### src/rtl/sw_pkg.sv
// rtl/sw_pkg.sv - shared switch-path types and defaults for sw_debounce and sum
package sw_pkg;

  localparam int SW_WIDTH = 2;
  localparam int SW_SYNC_STAGES_DEFAULT = 2;

  typedef logic [SW_WIDTH-1:0] sw_vec_t;

endpackage

### src/rtl/sw_debounce_bit.sv
// rtl/sw_debounce_bit.sv - one-bit synchroniser, stability counter and stable-level register
module sw_debounce_bit #(
  parameter int SYNC_STAGES     = 2,
  parameter int DEBOUNCE_CYCLES = 1000
) (
  input  logic clk,
  input  logic rst,
  input  logic sw,
  output logic level,
  output logic changed
);

  localparam int CNT_W = $clog2(DEBOUNCE_CYCLES + 1);
  localparam logic [CNT_W-1:0] CNT_LAST = CNT_W'(DEBOUNCE_CYCLES - 1);

  logic [SYNC_STAGES-1:0] sync;
  logic [CNT_W-1:0]       cnt;
  logic                   s;
  logic                   differ;

  assign s = sync[SYNC_STAGES-1];

  // Decide whether the synced level has differed from the stable level long enough to commit.
  always_comb begin
    differ  = 1'b0;
    changed = 1'b0;
    differ  = (s != level);
    changed = differ && (cnt == CNT_LAST);
  end

  // Shift the raw switch through the synchroniser and run the stability counter.
  always_ff @(posedge clk or posedge rst) begin
    if (rst) begin
      sync  <= '0;
      cnt   <= '0;
      level <= 1'b0;
    end else begin
      sync <= {sync[SYNC_STAGES-2:0], sw};
      if (!differ) begin
        cnt <= '0;
      end else if (changed) begin
        cnt   <= '0;
        level <= s;
      end else begin
        cnt <= cnt + CNT_W'(1);
      end
    end
  end

endmodule

### src/rtl/sw_debounce.sv
// rtl/sw_debounce.sv - debounced switch vector with change strobe; SW_DEBOUNCE_EDGE_EN enables rise/fall pulses
module sw_debounce
  import sw_pkg::*;
#(
  parameter int WIDTH           = SW_WIDTH,
  parameter int SYNC_STAGES     = SW_SYNC_STAGES_DEFAULT,
  parameter int DEBOUNCE_CYCLES = 1000
) (
  input  logic             i_clk,
  input  logic             i_rst,
  input  logic [WIDTH-1:0] i_sw,
  output logic [WIDTH-1:0] o_sw,
  output logic             o_chg,
  output logic [WIDTH-1:0] o_rise,
  output logic [WIDTH-1:0] o_fall
);

  logic [WIDTH-1:0] level;
  logic [WIDTH-1:0] changed;

  for (genvar i = 0; i < WIDTH; i++) begin : g_bit
    sw_debounce_bit #(
      .SYNC_STAGES    (SYNC_STAGES),
      .DEBOUNCE_CYCLES(DEBOUNCE_CYCLES)
    ) u_bit (
      .clk    (i_clk),
      .rst    (i_rst),
      .sw     (i_sw[i]),
      .level  (level[i]),
      .changed(changed[i])
    );
  end

  assign o_sw = level;

  // Strobe lands on the same edge the stable level updates, so it marks the new value.
  always_ff @(posedge i_clk or posedge i_rst) begin
    if (i_rst) begin
      o_chg <= 1'b0;
    end else begin
      o_chg <= |changed;
    end
  end

`ifdef SW_DEBOUNCE_EDGE_EN
  // A committing bit that is currently low is rising; one that is currently high is falling.
  always_ff @(posedge i_clk or posedge i_rst) begin
    if (i_rst) begin
      o_rise <= '0;
      o_fall <= '0;
    end else begin
      o_rise <= changed & ~level;
      o_fall <= changed & level;
    end
  end
`else
  assign o_rise = '0;
  assign o_fall = '0;
`endif

endmodule

### config.mk
export PLATFORM = sky130hd
export DESIGN_NAME = sw_debounce
export DESIGN_NICKNAME = d
export VERILOG_FILES = /design/src/rtl/sw_pkg.sv /design/src/rtl/sw_debounce_bit.sv /design/src/rtl/sw_debounce.sv
export SDC_FILE = /design/constraint.sdc
export NUM_CORES = 1
export LEC_CHECK = 0
export ABC_AREA = 1
export CORE_ASPECT_RATIO = 2
export CORE_UTILIZATION = 45
export DETAILED_ROUTE_END_ITERATION = 10
export GPL_ROUTABILITY_DRIVEN = 1
export PLACE_DENSITY_LB_ADDON = 0.2
export SYNTH_ARGS = -nofsm -noshare
export SYNTH_HDL_FRONTEND = slang
export SYNTH_SLANG_ARGS = --single-unit
### constraint.sdc
create_clock -name i_clk -period 1.35 [get_ports i_clk]
set_input_delay 0.405 -clock i_clk [delete_from_list [all_inputs] [get_ports i_clk]]
set_output_delay 0.405 -clock i_clk [all_outputs]
set_load 0.01 [all_outputs]
; ---- Yosys cells after proc, flatten, opt, wreduce, memory -nomap -nowiden
; Cells that the tools add are included.
[word_totals]
regBits = 27
out_inout_bits = 7
word_cells = 22
[classes]
n_reduce_logical = 5
eq_ne = 4
n_addsub = 2
muxes = 4
[ops]
columns = op, n
row1 = 10-bit two-way mux, 4
row2 = "10-bit by 1-bit adder with 10-bit output, second input constant", 2
row3 = "10-bit == test, second input constant", 2
row4 = 2-bit AND reduction, 2
row5 = 1-bit logical AND, 2
row6 = 1-bit != test, 2
row7 = 2-bit OR reduction, 1

; ---- Longest topological paths before layout
; Gate-level depths: netlist (run 1).
[logic_depth]
depth_word = 4
mapped_depth = 7
depth_no_buf = 7

; ---- Cells and area by module
; Synthesis (run 1) repeated with hierarchy kept, for this count alone.
[unflattened]
hier_cells = 180
hier_area_um2 = 1445.1
[by_module_without_submodules]
columns = mod, area_per_inst_um2, seq_area_each_um2, instances, cells_per_inst
row1 = sw_debounce_bit (g_bit[0].u_bit), 699.4, 325.3, 1, 93
row2 = sw_debounce_bit (g_bit[1].u_bit), 671.9, 325.3, 1, 77
row3 = sw_debounce, 73.8, 25.0, 1, 10

; ---- Worst setup path after synthesis (run 1)
; OpenSTA, ideal clock, no wires.
[synth_timing]
path_kind = flip-flop to flip-flop
from = register g_bit[1].u_bit.cnt[0]
to = register g_bit[1].u_bit.cnt[6]
n_path_buf = 0
stages_incl_launch_ff = 7
synth_period_minus_slack_ns = 1.186
path_slack_ns = 0.164
required_ns = 1.231
arrival_time_ns = 1.067
path_cell_list = dfrtp_1 -> ha_1 -> nand2_2 -> inv_2 -> nand3b_1 -> xor2_1 -> nor2_2
[synth_via]
elab_chain_len = 4
[synth_lines]
columns = element, line_no
row1 = from (decl), sw_debounce_bit.sv:17  ; logic [CNT_W-1:0] cnt;
row2 = from (signal assigned), sw_debounce_bit.sv:45  ; cnt <= cnt + CNT_W'(1);
row3 = branches (longest 2 deep; another with 10-bit by 1-bit adder with 10-bit output), -
row4 = 10-bit two-way mux *, sw_debounce_bit.sv:41  ; end else if (changed) begin
row5 = 10-bit two-way mux *, sw_debounce_bit.sv:39  ; if (!differ) begin
; Every way passes the cells marked *.
; A chain may end at the register's enable or synchronous reset.

; ---- Final worst setup path (run 1)
[layout_timing]
from = register g_bit[1].u_bit.level
to = output o_sw[1]
[layout_lines]
columns = element, line_no
row1 = from (decl), sw_debounce_bit.sv:9  ; output logic level,
row2 = from (signal assigned), sw_debounce_bit.sv:43  ; level <= s;
row3 = to (decl), sw_debounce.sv:12  ; output logic [WIDTH-1:0] o_sw,
; No word-level cell between the ends.

==> results.toml, run 1 <==
[worst_setup_path]
r2r_slack_ns = 0.08
rr_worst_depth = 6
r2r_start = "g_bit[1].u_bit.cnt[1]"
path_delay_family = "flip-flops"
cpMaxStageDelayCell = "dfrtp_1"
cp_data_arrival_time_ns = 0.93
r2r-end = "g_bit[1].u_bit.cnt[6]"
critPathKind = "register to output port"
crit_path_cell_trace = "dlygate4sd2_1"
critical_path_depth = 1
cp_num_buf_inv = 1
worst-endpoint-required_ns = 0.95
critPathMaxStageDelay_ns = 0.38
startpoint = "g_bit[1].u_bit.level"
critPathMaxFanout = 2
crit_end = "o_sw[1]"
crit_path_end_kind = "output port"
cp-start-kind = "register"

[sta]
clock_skew_ns = 0.000935
rsz0062_at_grt = "false"
hold_viol_final = 0
slew_viol_final = 0
hold_ws_ns = 0.360
final.setup.tns_ns = 0
setup_viol = 0
period_needed_ns = 1.33
fmax_ghz = 0.750
post-route-period-util_pct = 98.7

[placed_design]
gp_congestion = 0.922
hpwl_um = 2240
dp_cells = 221
io_buffer_count = 6

[clock_tree]
cts_root_buf = "clkbuf_8"
clockBufferDepth = 2
clk_pin_slew_ns = 0.08
cts_tree = "built"
post_cts_buffers = 0
cts_inserted_buffers = 3
clk_latency_ns = 0.27
htree_levels = 1
cts_sinks = 27

[routing]
routed_wl_um = 2850
route.detailed.wl_per_inst_um = 12.7
viasPerCell = 5.19
first_pass_iters = 4
drt_iter0_markers = 57
drc = 0
dr_total_vias = 1167
ant_nets = 0

[final_layout]
finalNonFillerCells = 225
ff_latch_area_um2 = 676
multi_input_area_um2 = 634
final.fill_count = 286
area_growth_pct = 11.9
antenna_cells = 0
drive_gt1_share_pct = 20.0
nNetsFinal = 202

[power_and_ir_drop]
p_total_uw = 1380
peakVddDrop_uv = 638
powerDensity_nw_per_um2 = 849
p_leak_uw = 0.000801

[floorplan]
die-height_um = 82.5
rows = 28
fp.dieW_um = 42.2
num_io_pins = 11
start_util_pct = 48.3
coreArea_um2 = 3010
dieArea_um2 = 3480

[logic_synthesis]
ys_warn_count = 0
synth.distinct_cells = 24
netlist_area_um2 = 1460
syn-instance-count = 182
ys_seq_area_share_pct = 46.4
synth.avg_cell_area_um2 = 8.00
synth-seq-cells = 27

[global_routing]
grt_pass1_wl_um = 4930
grt_overflow_total = 0
grt_pass1_vias = 1214
grt_usage_pct = 18.5
grt_max_degree = 28
grt_antenna_before_repair = 0

[worst_hold_path]
hp-class = "register to register"

[run_status]
status = "completed"

[run]
cap_violations = 0
==> layer usage <==
metal | track usage (%) | routed length [µm]
met1 | 17.5 | 1000
met2 | 37.4 | 1680
met3 | 1.52 | 71
met4 | 10.6 | 100
met5 | 0 | 0
==> sequential cells by signal, indices dropped and copies added (netlist names) <==
register	cells
g_bit.u_bit.level	2
o_chg	1
g_bit.u_bit.sync	4
g_bit.u_bit.cnt	20
==> metrics by stage <==
stage / util (%) / instance area [µm²] / setup WS (ns)
after global placement: 52.4 / 1580 / 0.0931
after detailed placement: 52.4 / 1580 / 0.0768
final: 54.1 / 1630 / 0.0175
after CTS: 53.8 / 1620 / 0.0108
after global routing: 54.1 / 1630 / 0.000749
after floorplan: - / 1470 / 0.164
==> cell usage in the layout, fill, tap and decap left out, types with 3 or more instances in the layout <==
master,instances
nand4_1,4
clkdlybuf4s50_1,3
nand2_1,30
a21oi_1,3
nand2_2,5
conb_1,4
dfrtp_1,27
nor2_2,10
inv_1,24
inv_2,8
nand3b_1,3
o21ai_1,3
nand3_1,14
nor2_1,26
buf_4,5
clkbuf_8,3
xor2_1,6
==> logic make-up after synthesis <==
family	count (synthesis)	share of synthesized area, %
buffers and inverters	38	11.3
flip-flops	27	46.4
adder cells (fa/ha/maj)	2	1.72
XOR/XNOR	7	4.21
AND/OR/NAND/NOR	99	33.1
AO/OA/AOI/OAI	8	3.01
other	1	0.257
==> layout make-up <==
class | instances | area share (%)
well taps | 30 | 2.30
multi-input cells | 120 | 38.9
flip-flops and latches | 27 | 41.5
clock buffers | 3 | 2.53
inverters | 32 | 7.37
clock inverters | 1 | 0.307
repair buffers | 12 | 7.07
==> what timing repair did <==
item / 4_1_cts / 5_1_grt
setup endpoints to repair: 3 / 10
gates resized for setup: 4 / 3
hold buffers: 0 / 0
==> worst min path at each step <==
stage | from | to | slack, ns | depth (start not counted)
after global routing | g_bit[1].u_bit.sync[0] | g_bit[1].u_bit.sync[1] | 0.37 | 0
final | g_bit[1].u_bit.sync[0] | g_bit[1].u_bit.sync[1] | 0.36 | 0
after CTS | g_bit[1].u_bit.sync[0] | g_bit[1].u_bit.sync[1] | 0.36 | 0
after detailed placement | g_bit[1].u_bit.sync[0] | g_bit[1].u_bit.sync[1] | 0.34 | 0
after global placement | g_bit[1].u_bit.sync[0] | g_bit[1].u_bit.sync[1] | 0.33 | 0
after floorplan | g_bit[0].u_bit.sync[0] | g_bit[0].u_bit.sync[1] | 0.33 | 0
==> Yosys cell counts <==
library cell	number	area share, %
nand2_1	30	7.7
dfrtp_1	27	46
nor2_1	26	6.7
inv_1	24	6.2
nand3_1	14	4.8
nor2_2	10	4.3
inv_2	7	1.8
buf_4	6	3.1
nand2_2	6	2.6
xor2_1	6	3.6
nand4_1	4	1.7
a21oi_1	3	1.0
nand3b_1	3	1.5
o21ai_1	3	1.0
ha_1	2	1.7
nor2_4	2	1.5
nor3_1	2	0.69
a21o_1	1	0.52
a31oi_1	1	0.43
clkinv_1	1	0.26
conb_1	1	0.26
nand2_4	1	0.77
nand3_2	1	0.69
xnor2_1	1	0.60
==> power breakdown <==
group,switching (µW),internal [µW],total [µW]
Sequential,17.6,828,846
Clock,229,206,435
Combinational,62.5,39.5,102
Total,309,1070,1380
(Power assumes the default switching activity.)
==> run 2: changes to the inputs <==
--- a/config.mk
+++ b/config.mk
@@ -7,10 +7,11 @@
 export LEC_CHECK = 0
 export ABC_AREA = 1
 export CORE_ASPECT_RATIO = 2
-export CORE_UTILIZATION = 45
+export CORE_UTILIZATION = 51
 export DETAILED_ROUTE_END_ITERATION = 10
 export GPL_ROUTABILITY_DRIVEN = 1
 export PLACE_DENSITY_LB_ADDON = 0.2
 export SYNTH_ARGS = -nofsm -noshare
 export SYNTH_HDL_FRONTEND = slang
+export SYNTH_HIERARCHICAL = 1
 export SYNTH_SLANG_ARGS = --single-unit
==> run 2 against run 1 <==
  * Setup slack improved by 0.027 ns
  * Synthesized cell count is 1.1% lower
  * Fmax grew 2.1%
  * Combinational power increased by 9%
  * First-iteration DRC count shrank 33%
  * Wire length down 2.0%
  * Sequential share of layout area fell by 0.78 points
  * Clock skew grew 0.0033 ns
  * Global-route usage rose by 1.9 points
  * Critical path depth did not move
  * Sequential power about the same
  * Critical path type unchanged
==> results.toml, run 2 <==
[clock_tree]
clockBufferDepth = 2
htree_levels = 1
cts_root_buf = "clkbuf_8"
cts_tree = "built"
cts_sinks = 27
clk_pin_slew_ns = 0.08
clk_latency_ns = 0.27
cts_inserted_buffers = 3

[routing]
top_layer = "met4"
met1_length_um = 951
viasPerCell = 5.09
met3_length_um = 15
routed_wl_um = 2790
dr_wl_met2_um = 1800
drc = 0
dr_total_vias = 1150
drt_iter0_markers = 38
first_pass_iters = 4
route.detailed.wl_per_inst_um = 12.4
ant_nets = 0

[final_layout]
finalNonFillerCells = 226
fin_area_um2 = 1660
area_growth_pct = 14.9
reg.largest.list = "g_bit.u_bit/cnt: 20 flops, g_bit.u_bit/sync: 4 flops, g_bit.u_bit/level: 2 flops"
mostFrequentLayoutCell = "nor2_1"
final_cell_mix = "nor2_1, inv_1, nand2_1, dfrtp_1, nand3_1"
antenna_cells = 0
final.fill_count = 248
nNetsFinal = 204
largest_reg_flops = 20
drive_gt1_share_pct = 19.3
top_register = "g_bit.u_bit/cnt"

[logic_synthesis]
synth-xor-area-share_pct = 4.76
synthMuxAreaShare_pct = 0
syn-instance-count = 180
netlist_area_um2 = 1450
synthTopCellsByCount = "nor2_1, inv_1, nand2_1"
synth-edff-count = 0
synth.avg_cell_area_um2 = 8.03
synthArstFlopShare_pct = 100
synth_largest_area_cell = "dfrtp_1"
synth.area.top_cells = "dfrtp_1, nor2_1, inv_1"
synth-adder-area-share_pct = 1.73
synth.most_common_cell = "nor2_1"
synth_simple_gate_area_share_pct = 33.1
synth_top_family_by_area = "simple AND/OR/NAND/NOR gates"
ys_seq_area_share_pct = 46.8
synth.distinct_cells = 25
ys_warn_count = 6
synth-seq-cells = 27
synth_top_area_share_pct = 46.8
synth-compound-area-share_pct = 2.68
synth_ff_type = "dfrtp_1"

[power_and_ir_drop]
powerDensity_nw_per_um2 = 846
peakVddDrop_uv = 793
p_leak_uw = 0.000825

[floorplan]
start_util_pct = 52.8
num_io_pins = 11
die-height_um = 77.3
coreArea_um2 = 2740
rows = 27
fp.dieW_um = 39.6
dieArea_um2 = 3060

[global_routing]
grt_pass1_wl_um = 4480
grt_usage_pct = 20.5
grt_antenna_before_repair = 0
grt_max_degree = 17
grt_pass1_vias = 1141
grt_overflow_total = 0

[worst_setup_path]
critPathMaxFanout = 1
worst-endpoint-required_ns = 0.95
cp_num_buf_inv = 1
cpMaxStageDelayCell = "dfrtp_1"
cp-start-kind = "register"
crit_path_cell_trace = "dlygate4sd2_1"
cp_data_arrival_time_ns = 0.90
crit_path_end_kind = "output port"
critPathMaxStageDelay_ns = 0.36
critPathKind = "register to output port"
path_delay_family = "flip-flops"

[sta]
period_needed_ns = 1.31
setup_viol = 0
final.setup.tns_ns = 0
hold_ws_ns = 0.325
post-route-period-util_pct = 96.7
clock_skew_ns = 0.00419
hold_viol_final = 0
slew_viol_final = 0
fmax_ghz = 0.766

[run]
cap_violations = 0

[run_status]
status = "completed"

[placed_design]
dp_cells = 218
io_buffer_count = 6
gp_congestion = 0.755
hpwl_um = 2200
place_area_um2 = 1550

[worst_hold_path]
hp-class = "input pin to asynchronous set/reset pin"
==> run 2: where the power goes <==
group | switching, µW | internal, µW | total, µW
Sequential | 21.1 | 828 | 849
Clock | 236 | 209 | 445
Combinational | 62.1 | 48.5 | 111
Total | 319 | 1090 | 1400
==> run 2: cells by family (layout without fill, tap and decap cells) <==
kind of cell | Yosys count | after routing
and+or+nand+nor | 99 | 99
DFF | 27 | 27
buffers and inverters | 37 | 51
other | 1 | 4
AOI/OAI and AO/OA | 7 | 7
adders and majority gates | 2 | 2
xor gates and xnor gates | 7 | 7
==> run 2: layout make-up <==
cell class                      instances  area (µm²)  share of cell area (%)
Sequential cell                        27         676                    40.7
Multi-Input combinational cell        119         656                    39.5
Inverter                               33         125                    7.54
Timing Repair Buffer                   14         119                    7.16
Clock buffer                            3        41.3                    2.49
Tap cell                               29        36.3                    2.19
Clock inverter                          1        7.51                   0.452
==> run 2: through the flow <==
step                power [µW]  util (%)  setup slack, ns
floorplan                  929         -            0.185
global placement           948      56.7           0.0375
detailed placement         952      56.7           0.0251
CTS                       1400      58.6          0.00275
global route              1460      60.7          -0.0127
finish                    1400      60.7           0.0447
==> run 2: path summary, 6_finish.rpt <==
| check | start | endpoint | slack [ns] | cells past startpoint |
|---|---|---|---|---|
| worst max-delay path | o_chg | o_chg | 0.04 | 1 |
| worst min-delay path | i_rst | o_chg | 0.32 | 2 |
| worst max register to register | g_bit[0].u_bit/cnt[0] | g_bit[0].u_bit/level | 0.09 | 8 |
| worst min register to register | g_bit[0].u_bit/sync[0] | g_bit[0].u_bit/sync[1] | 0.36 | 0 |
| max in group asynchronous | i_rst | g_bit[1].u_bit/cnt[9] | 0.71 | 3 |
| min in group i_clk | g_bit[0].u_bit/sync[0] | g_bit[0].u_bit/sync[1] | 0.36 | 0 |
==> run 2: metal layers <==
layer / global-route usage [%] / vias to the layer above
met2: 41.5 / 2
met5: 0 / -
met4: 6.21 / 0
li1: - / 575
met1: 17.9 / 571
met3: 1.73 / 2
==> run 2: repair_timing <==
item	CTS	global route
endpoints found under the setup margin	4	14
hold buffers	0	0
buffers inserted	0	4
endpoints found under the hold margin	0	0
gates resized for setup	4	7
pin swaps	0	1
